`src/rtl/encout_apb_cfg_seq.sv`:
```
// encout_apb_cfg_seq: APB3 master that programs the ENCOUT register block.
// One accepted i_start writes CTL, OPT, POSMAX, OUTCNT, PERIOD, then STR,
// and polls STATUS until (prdata & STATUS_MASK) != 0.
// Optional feature macro: ENCOUT_SEQ_READBACK_EN. When it is defined, each
// CTL..PERIOD write is followed by a read of the same address, and that read
// must return the written value.
// Ports:
//   i_pclk, i_presetn      clock, async active-low reset
//   i_start                start pulse, accepted only when idle
//   i_ctl .. i_str         write values, captured when the start is accepted
//   o_paddr/o_psel/o_penable/o_pwrite/o_pwdata, i_pready/i_pslverr/i_prdata  APB3
//   o_busy                 sequence in progress
//   o_done                 one-cycle success pulse
//   o_err, o_err_code      sticky error flag and code (01 slverr, 10 timeout, 11 readback)
`timescale 1ns/1ps
module encout_apb_cfg_seq #(
  parameter logic [31:0] ADR_BASE    = 32'hA011_C100,
  parameter logic [31:0] STATUS_MASK = 32'h0000_0001,
  parameter int unsigned POLL_GAP    = 8,
  parameter int unsigned POLL_MAX    = 16
) (
  input  logic        i_pclk,
  input  logic        i_presetn,
  input  logic        i_start,
  input  logic [31:0] i_ctl,
  input  logic [31:0] i_opt,
  input  logic [31:0] i_posmax,
  input  logic [31:0] i_outcnt,
  input  logic [31:0] i_period,
  input  logic [31:0] i_str,
  output logic [31:0] o_paddr,
  output logic        o_psel,
  output logic        o_penable,
  output logic        o_pwrite,
  output logic [31:0] o_pwdata,
  input  logic        i_pready,
  input  logic        i_pslverr,
  input  logic [31:0] i_prdata,
  output logic        o_busy,
  output logic        o_done,
  output logic        o_err,
  output logic [1:0]  o_err_code
);

`ifdef ENCOUT_SEQ_READBACK_EN
  localparam int unsigned LAST_IDX = 11;
`else
  localparam int unsigned LAST_IDX = 6;
`endif
  localparam int unsigned IW = 4;
  localparam int unsigned PW = $clog2(POLL_MAX + 1);
  localparam int unsigned GW = (POLL_GAP > 1) ? $clog2(POLL_GAP) : 1;

  localparam logic [1:0] E_SLV = 2'b01;
  localparam logic [1:0] E_TMO = 2'b10;
`ifdef ENCOUT_SEQ_READBACK_EN
  localparam logic [1:0] E_RDB = 2'b11;
`endif

  typedef enum logic [2:0] {
    S_IDLE, S_SETUP, S_ACCESS, S_POLL_WAIT, S_DONE, S_ERR
  } state_t;

  // Transfer index -> {is_read, register select}; select 6 is STATUS.
  function automatic logic [3:0] f_decode(input logic [IW-1:0] idx);
`ifdef ENCOUT_SEQ_READBACK_EN
    if (idx < IW'(10))       f_decode = {idx[0], idx[3:1]};
    else if (idx == IW'(10)) f_decode = {1'b0, 3'd5};
    else                     f_decode = {1'b1, 3'd6};
`else
    if (idx < IW'(6)) f_decode = {1'b0, idx[2:0]};
    else              f_decode = {1'b1, 3'd6};
`endif
  endfunction

  // Register select -> address offset from ADR_BASE.
  function automatic logic [31:0] f_offset(input logic [2:0] sel);
    case (sel)
      3'd0:    f_offset = 32'h000;
      3'd1:    f_offset = 32'h002;
      3'd2:    f_offset = 32'h006;
      3'd3:    f_offset = 32'h00C;
      3'd4:    f_offset = 32'h00E;
      3'd5:    f_offset = 32'h001;
      default: f_offset = 32'hC0A;
    endcase
  endfunction

  // Register select -> value to write (from the shadow set).
  function automatic logic [31:0] f_word(input logic [2:0] sel, input logic [5:0][31:0] src);
    case (sel)
      3'd0:    f_word = src[0];
      3'd1:    f_word = src[1];
      3'd2:    f_word = src[2];
      3'd3:    f_word = src[3];
      3'd4:    f_word = src[4];
      3'd5:    f_word = src[5];
      default: f_word = 32'h0;
    endcase
  endfunction

  state_t            r_state, w_state_nxt;
  logic [IW-1:0]     r_idx, w_idx_nxt;
  logic [PW-1:0]     r_poll, w_poll_nxt;
  logic [GW-1:0]     r_gap, w_gap_nxt;
  logic [1:0]        w_code_nxt;
  logic [5:0][31:0]  r_shadow;
  logic [5:0][31:0]  w_inputs, w_src;
  logic              w_accept;
  logic [3:0]        w_nxt_dec;
`ifdef ENCOUT_SEQ_READBACK_EN
  logic [3:0]        w_cur_dec;
`endif

  logic [31:0] r_paddr, w_paddr, r_pwdata, w_pwdata;
  logic        r_psel, w_psel, r_penable, w_penable, r_pwrite, w_pwrite;
  logic        r_busy, w_busy, r_done, w_done, r_err, w_err;
  logic [1:0]  r_err_code, w_err_code;

  assign w_inputs  = {i_str, i_period, i_outcnt, i_posmax, i_opt, i_ctl};
  assign w_accept  = (r_state == S_IDLE) && i_start;
  // First SETUP is launched on the accept edge, before the shadow regs load.
  assign w_src     = w_accept ? w_inputs : r_shadow;
  assign w_nxt_dec = f_decode(w_idx_nxt);
`ifdef ENCOUT_SEQ_READBACK_EN
  assign w_cur_dec = f_decode(r_idx);
`endif

  // State, counters, shadow and registered outputs.
  always_ff @(posedge i_pclk or negedge i_presetn) begin
    if (!i_presetn) begin
      r_state    <= S_IDLE;
      r_idx      <= '0;
      r_poll     <= '0;
      r_gap      <= '0;
      r_shadow   <= '0;
      r_paddr    <= '0;
      r_psel     <= 1'b0;
      r_penable  <= 1'b0;
      r_pwrite   <= 1'b0;
      r_pwdata   <= '0;
      r_busy     <= 1'b0;
      r_done     <= 1'b0;
      r_err      <= 1'b0;
      r_err_code <= '0;
    end else begin
      r_state    <= w_state_nxt;
      r_idx      <= w_idx_nxt;
      r_poll     <= w_poll_nxt;
      r_gap      <= w_gap_nxt;
      if (w_accept) r_shadow <= w_inputs;
      r_paddr    <= w_paddr;
      r_psel     <= w_psel;
      r_penable  <= w_penable;
      r_pwrite   <= w_pwrite;
      r_pwdata   <= w_pwdata;
      r_busy     <= w_busy;
      r_done     <= w_done;
      r_err      <= w_err;
      r_err_code <= w_err_code;
    end
  end

  // Next-state and counter logic.
  always_comb begin
    w_state_nxt = r_state;
    w_idx_nxt   = r_idx;
    w_poll_nxt  = r_poll;
    w_gap_nxt   = r_gap;
    w_code_nxt  = 2'b00;
    case (r_state)
      S_IDLE: begin
        if (i_start) begin
          w_state_nxt = S_SETUP;
          w_idx_nxt   = '0;
          w_poll_nxt  = '0;
          w_gap_nxt   = '0;
        end
      end
      S_SETUP: w_state_nxt = S_ACCESS;
      S_ACCESS: begin
        if (i_pready) begin
          if (i_pslverr) begin
            w_state_nxt = S_ERR;
            w_code_nxt  = E_SLV;
          end
`ifdef ENCOUT_SEQ_READBACK_EN
          else if (w_cur_dec[3] && (w_cur_dec[2:0] != 3'd6) &&
                   (i_prdata != f_word(w_cur_dec[2:0], r_shadow))) begin
            w_state_nxt = S_ERR;
            w_code_nxt  = E_RDB;
          end
`endif
          else if (r_idx == IW'(LAST_IDX)) begin
            if ((i_prdata & STATUS_MASK) != '0) begin
              w_state_nxt = S_DONE;
            end else if (r_poll >= PW'(POLL_MAX - 1)) begin
              w_state_nxt = S_ERR;
              w_code_nxt  = E_TMO;
            end else begin
              w_state_nxt = S_POLL_WAIT;
              w_gap_nxt   = '0;
              if (r_poll != PW'(POLL_MAX)) w_poll_nxt = r_poll + PW'(1);
            end
          end else begin
            w_state_nxt = S_SETUP;
            w_idx_nxt   = r_idx + IW'(1);
          end
        end
      end
      S_POLL_WAIT: begin
        if (r_gap == GW'(POLL_GAP - 1)) w_state_nxt = S_SETUP;
        else                            w_gap_nxt   = r_gap + GW'(1);
      end
      S_DONE:  w_state_nxt = S_IDLE;
      S_ERR:   w_state_nxt = S_IDLE;
      default: w_state_nxt = S_IDLE;
    endcase
  end

  // Output values for the next cycle, decoded from the next state.
  always_comb begin
    w_psel     = (w_state_nxt == S_SETUP) || (w_state_nxt == S_ACCESS);
    w_penable  = (w_state_nxt == S_ACCESS);
    w_busy     = w_psel || (w_state_nxt == S_POLL_WAIT);
    w_done     = (w_state_nxt == S_DONE);
    w_paddr    = r_paddr;
    w_pwrite   = r_pwrite;
    w_pwdata   = r_pwdata;
    w_err      = r_err;
    w_err_code = r_err_code;
    // Address and data change only on entry to SETUP, so they hold through ACCESS.
    if (w_state_nxt == S_SETUP) begin
      w_paddr  = ADR_BASE + f_offset(w_nxt_dec[2:0]);
      w_pwrite = ~w_nxt_dec[3];
      w_pwdata = w_nxt_dec[3] ? 32'h0 : f_word(w_nxt_dec[2:0], w_src);
    end
    if (w_accept) begin
      w_err      = 1'b0;
      w_err_code = 2'b00;
    end
    if (w_state_nxt == S_ERR) begin
      w_err      = 1'b1;
      w_err_code = w_code_nxt;
    end
  end

  assign o_paddr    = r_paddr;
  assign o_psel     = r_psel;
  assign o_penable  = r_penable;
  assign o_pwrite   = r_pwrite;
  assign o_pwdata   = r_pwdata;
  assign o_busy     = r_busy;
  assign o_done     = r_done;
  assign o_err      = r_err;
  assign o_err_code = r_err_code;

endmodule
```
`config.mk`:
```
export PLATFORM = sky130hd
export DESIGN_NAME = encout_apb_cfg_seq
export DESIGN_NICKNAME = d
export VERILOG_FILES = /design/src/rtl/encout_apb_cfg_seq.sv
export SDC_FILE = /design/constraint.sdc
export NUM_CORES = 1
export LEC_CHECK = 0
export ABC_AREA = 1
export CORE_UTILIZATION = 45
export CTS_CLUSTER_DIAMETER = 80
export DETAILED_ROUTE_END_ITERATION = 12
export GPL_TIMING_DRIVEN = 0
export PLACE_DENSITY = 0.74
export SLEW_MARGIN = 20
export SYNTH_ARGS = -nofsm -noshare
export SYNTH_HDL_FRONTEND = slang
export SYNTH_SLANG_ARGS = --single-unit
export TNS_END_PERCENT = 20
```
`constraint.sdc`:
```
create_clock -name i_pclk -period 5.6 [get_ports i_pclk]
set_input_delay 1.68 -clock i_pclk [delete_from_list [all_inputs] [get_ports i_pclk]]
set_output_delay 1.68 -clock i_pclk [all_outputs]
set_load 0.02 [all_outputs]
```
==> run metrics <==
GPL Wtd Cong=0.944; WL final=39100 um; asr flop ratio synth=1.00; crit path cell chain=clkdlybuf4s50_1, nand2_1, nor2_1, nand2_1, nand2_1, nand2_1, nand4_1, clkbuf_1, nand2_1, nand2_1, nor2_1, a21oi_1; Initial Util=0.461; final instance area=0.0160 sq mm; met1 GRT Util=0.389; Peak Freq=261 MHz; worst reg-to-reg path cell count=14; total track usage=0.287; Max VDD drop=0.248 mV; drt wl/cell=17.4 um; Cells after Synth=1593; Slowest cell on crit path=clkdlybuf4s50_1; RSZ-0062 raised after global routing=no; Worst R2R End=o_pwdata[15]$_DFFE_PN0P_; clock root buffer=clkbuf_16; gr busiest metal=met2; r2r setup slk=2890 ps; Arrival @ worst endpoint=4290 ps; failing checks=design-rule violations; met2 usage=0.467; final setup fails=0; max_cap viols=0; Synth Flop Type=dfrtp_1; FP Rows=59; final hold slack=465 ps; synth-to-layout area growth=32.0%; Most common cell on crit path=nand2_1; Worst-Margin Slew=656 ps; startpoint types=primary input; Fin. Hold Viols=0; detailed placer's ending HPWL=30200 um; PortBufs=250; Setup CP Type=primary input to register; Yosys Warn Count=0; CTS max path bufs=3; worst-skew pair later-pin latency=550 ps; critical path required time=6060 ps; status=finished, violations left; ANT cells=0; post-layout minimum cycle time=3830 ps; pwr dens=570 mW/mm^2; Worst Path Max Fanout=10; die area=0.0275 sq mm; Antenna Nets Post-Route=0; Syn Area/Cell=7.59 sq um; sequential cell area fraction in the yosys report=0.524; height of the die=166 um; share of cells above drive strength 1=0.0833; vias per cell=5.09; Core ar.=0.0262 sq mm; Worst Setup Slack, final=1770 ps; Fill cells=2328; Total Power=9.09 mW; htree depth=1; CTS tree=yes; largest net degree at the start of global routing=97; worst reg2reg startpoint=r_idx[0]$_DFF_PN0_; first-pass GRT wire length=60900 um; Syn Std Cell Area=0.0121 sq mm; First-pass DRT Iterations=9; Final Slew Violations=0; flop and latch count out of synthesis=253; DRC viols=17; Slew Limit Headroom=0.563; Min-Delay Path Depth=2; largest stage delay on the critical path=640 ps; Overflow after GRT=0; TritonCTS Buffers=26; Setup Skew=21.5 ps; Die Width=166 um; clk slew on worst S/H paths=60 ps; initial antenna violation count=0; drt first-iter violations=1096; Post-synth EDFFs=0; hold-fix buffers at CTS=0; M3 GR Usage=0.0410; via count=11400; Post-CTS Resized=0; CP Capture Type=register; CP Capture Point=o_paddr[1]$_DFFE_PN0P_; Ports=301; Min-Delay Path Class=register to register; Leakage Power=8.51 nW; Post-DP Area=0.0151 sq mm; Post-CTS Repair Setup Buffers=0; start point of the critical path=i_pready; Synth cell types=33; nets=2127; fin crit share=0.685; vias in the first global route=11300; # clock sinks=253; Core Util, Final=0.609; most common cell after layout, fill and taps aside=nand2_1; dpl ws=1260 ps; commonest non-fill, non-tap cells in the layout=nand2_1 (884), dfrtp_1 (253), clkdlybuf4s50_1 (249)
sequential cells by signal, indices dropped and copies added (netlist names):
register / flops
o_psel: 1
o_err: 1
o_busy: 1
r_idx: 4
o_pwrite: 1
o_paddr: 6
r_shadow: 192
r_gap: 3
r_poll: 5
o_err_code: 2
o_done: 1
o_penable: 1
o_pwdata: 32
r_state: 3
metrics by stage:
stage                     TNS (ps)  cells
after floorplan                  0   1611
after global placement    -1960400   2196
after detailed placement         0   2198
after CTS                        0   2244
after global routing             0   2244
final                            0   2244
worst max-delay path: cells and delay by family:
kind / cells / cell delay (ps)
compound gates: 1 / 120
buf+inv: 2 / 1190
simple gates: 9 / 1290
where the power goes:
part           switching (mW)  internal, mW
Sequential              0.280          2.63
Clock                   0.743         0.939
Combinational            3.09          1.41
Total                    4.11          4.98
cell usage after synthesis (all sizes together), types with 3 or more instances:
master  number  area (sq um)
a21oi        5          25.0
buf         99           597
clkbuf      19          71.3
dfrtp      253          6330
ha           7          87.6
inv         61           231
nand2      888          3350
nand3      111           568
nand4       65           407
nor2        58           255
nor3         3          15.0
o21a         3          22.5
o21ai       10          53.8
layout make-up:
type                    instances  area, sq um  area share
plain buffers                 118          668      0.0419
clock inverters                 6         51.3     0.00322
multi-input cells            1179         4930       0.309
clock buffers                  40          763      0.0478
inverters                      61          231      0.0145
well taps                     335          419      0.0263
flip-flops and latches        253         6330       0.397
repair buffers                252         2560       0.161
cells by family after synthesis:
logic type	Yosys count	share of synthesized area
AOI/OAI and AO/OA	25	0.0128
adders and majority gates	7	0.00724
buffers and inverters	179	0.0744
DFF	253	0.524
other	1	0.000310
and+or+nand+nor	1128	0.382
how the worst min path moves through the flow:
stage	from	endpoint	slack, ps
after floorplan	r_shadow[100]$_DFF_PN0_	r_shadow[100]$_DFF_PN0_	440
after global placement	r_shadow[157]$_DFF_PN0_	r_shadow[157]$_DFF_PN0_	450
after detailed placement	r_shadow[129]$_DFF_PN0_	r_shadow[129]$_DFF_PN0_	450
after CTS	r_shadow[34]$_DFF_PN0_	r_shadow[34]$_DFF_PN0_	470
after global routing	r_shadow[1]$_DFF_PN0_	r_shadow[1]$_DFF_PN0_	490
final	r_shadow[79]$_DFF_PN0_	r_shadow[79]$_DFF_PN0_	470
per-layer routing:
| metal | vias to the layer above | share of wire |
|---|---|---|
| met5 | - | 0 |
| met4 | 0 | 0.038 |
| li1 | 5523 | - |
| met1 | 5352 | 0.42 |
| met2 | 484 | 0.47 |
| met3 | 72 | 0.076 |
Note: power is estimated with default switching activity, not from simulation.
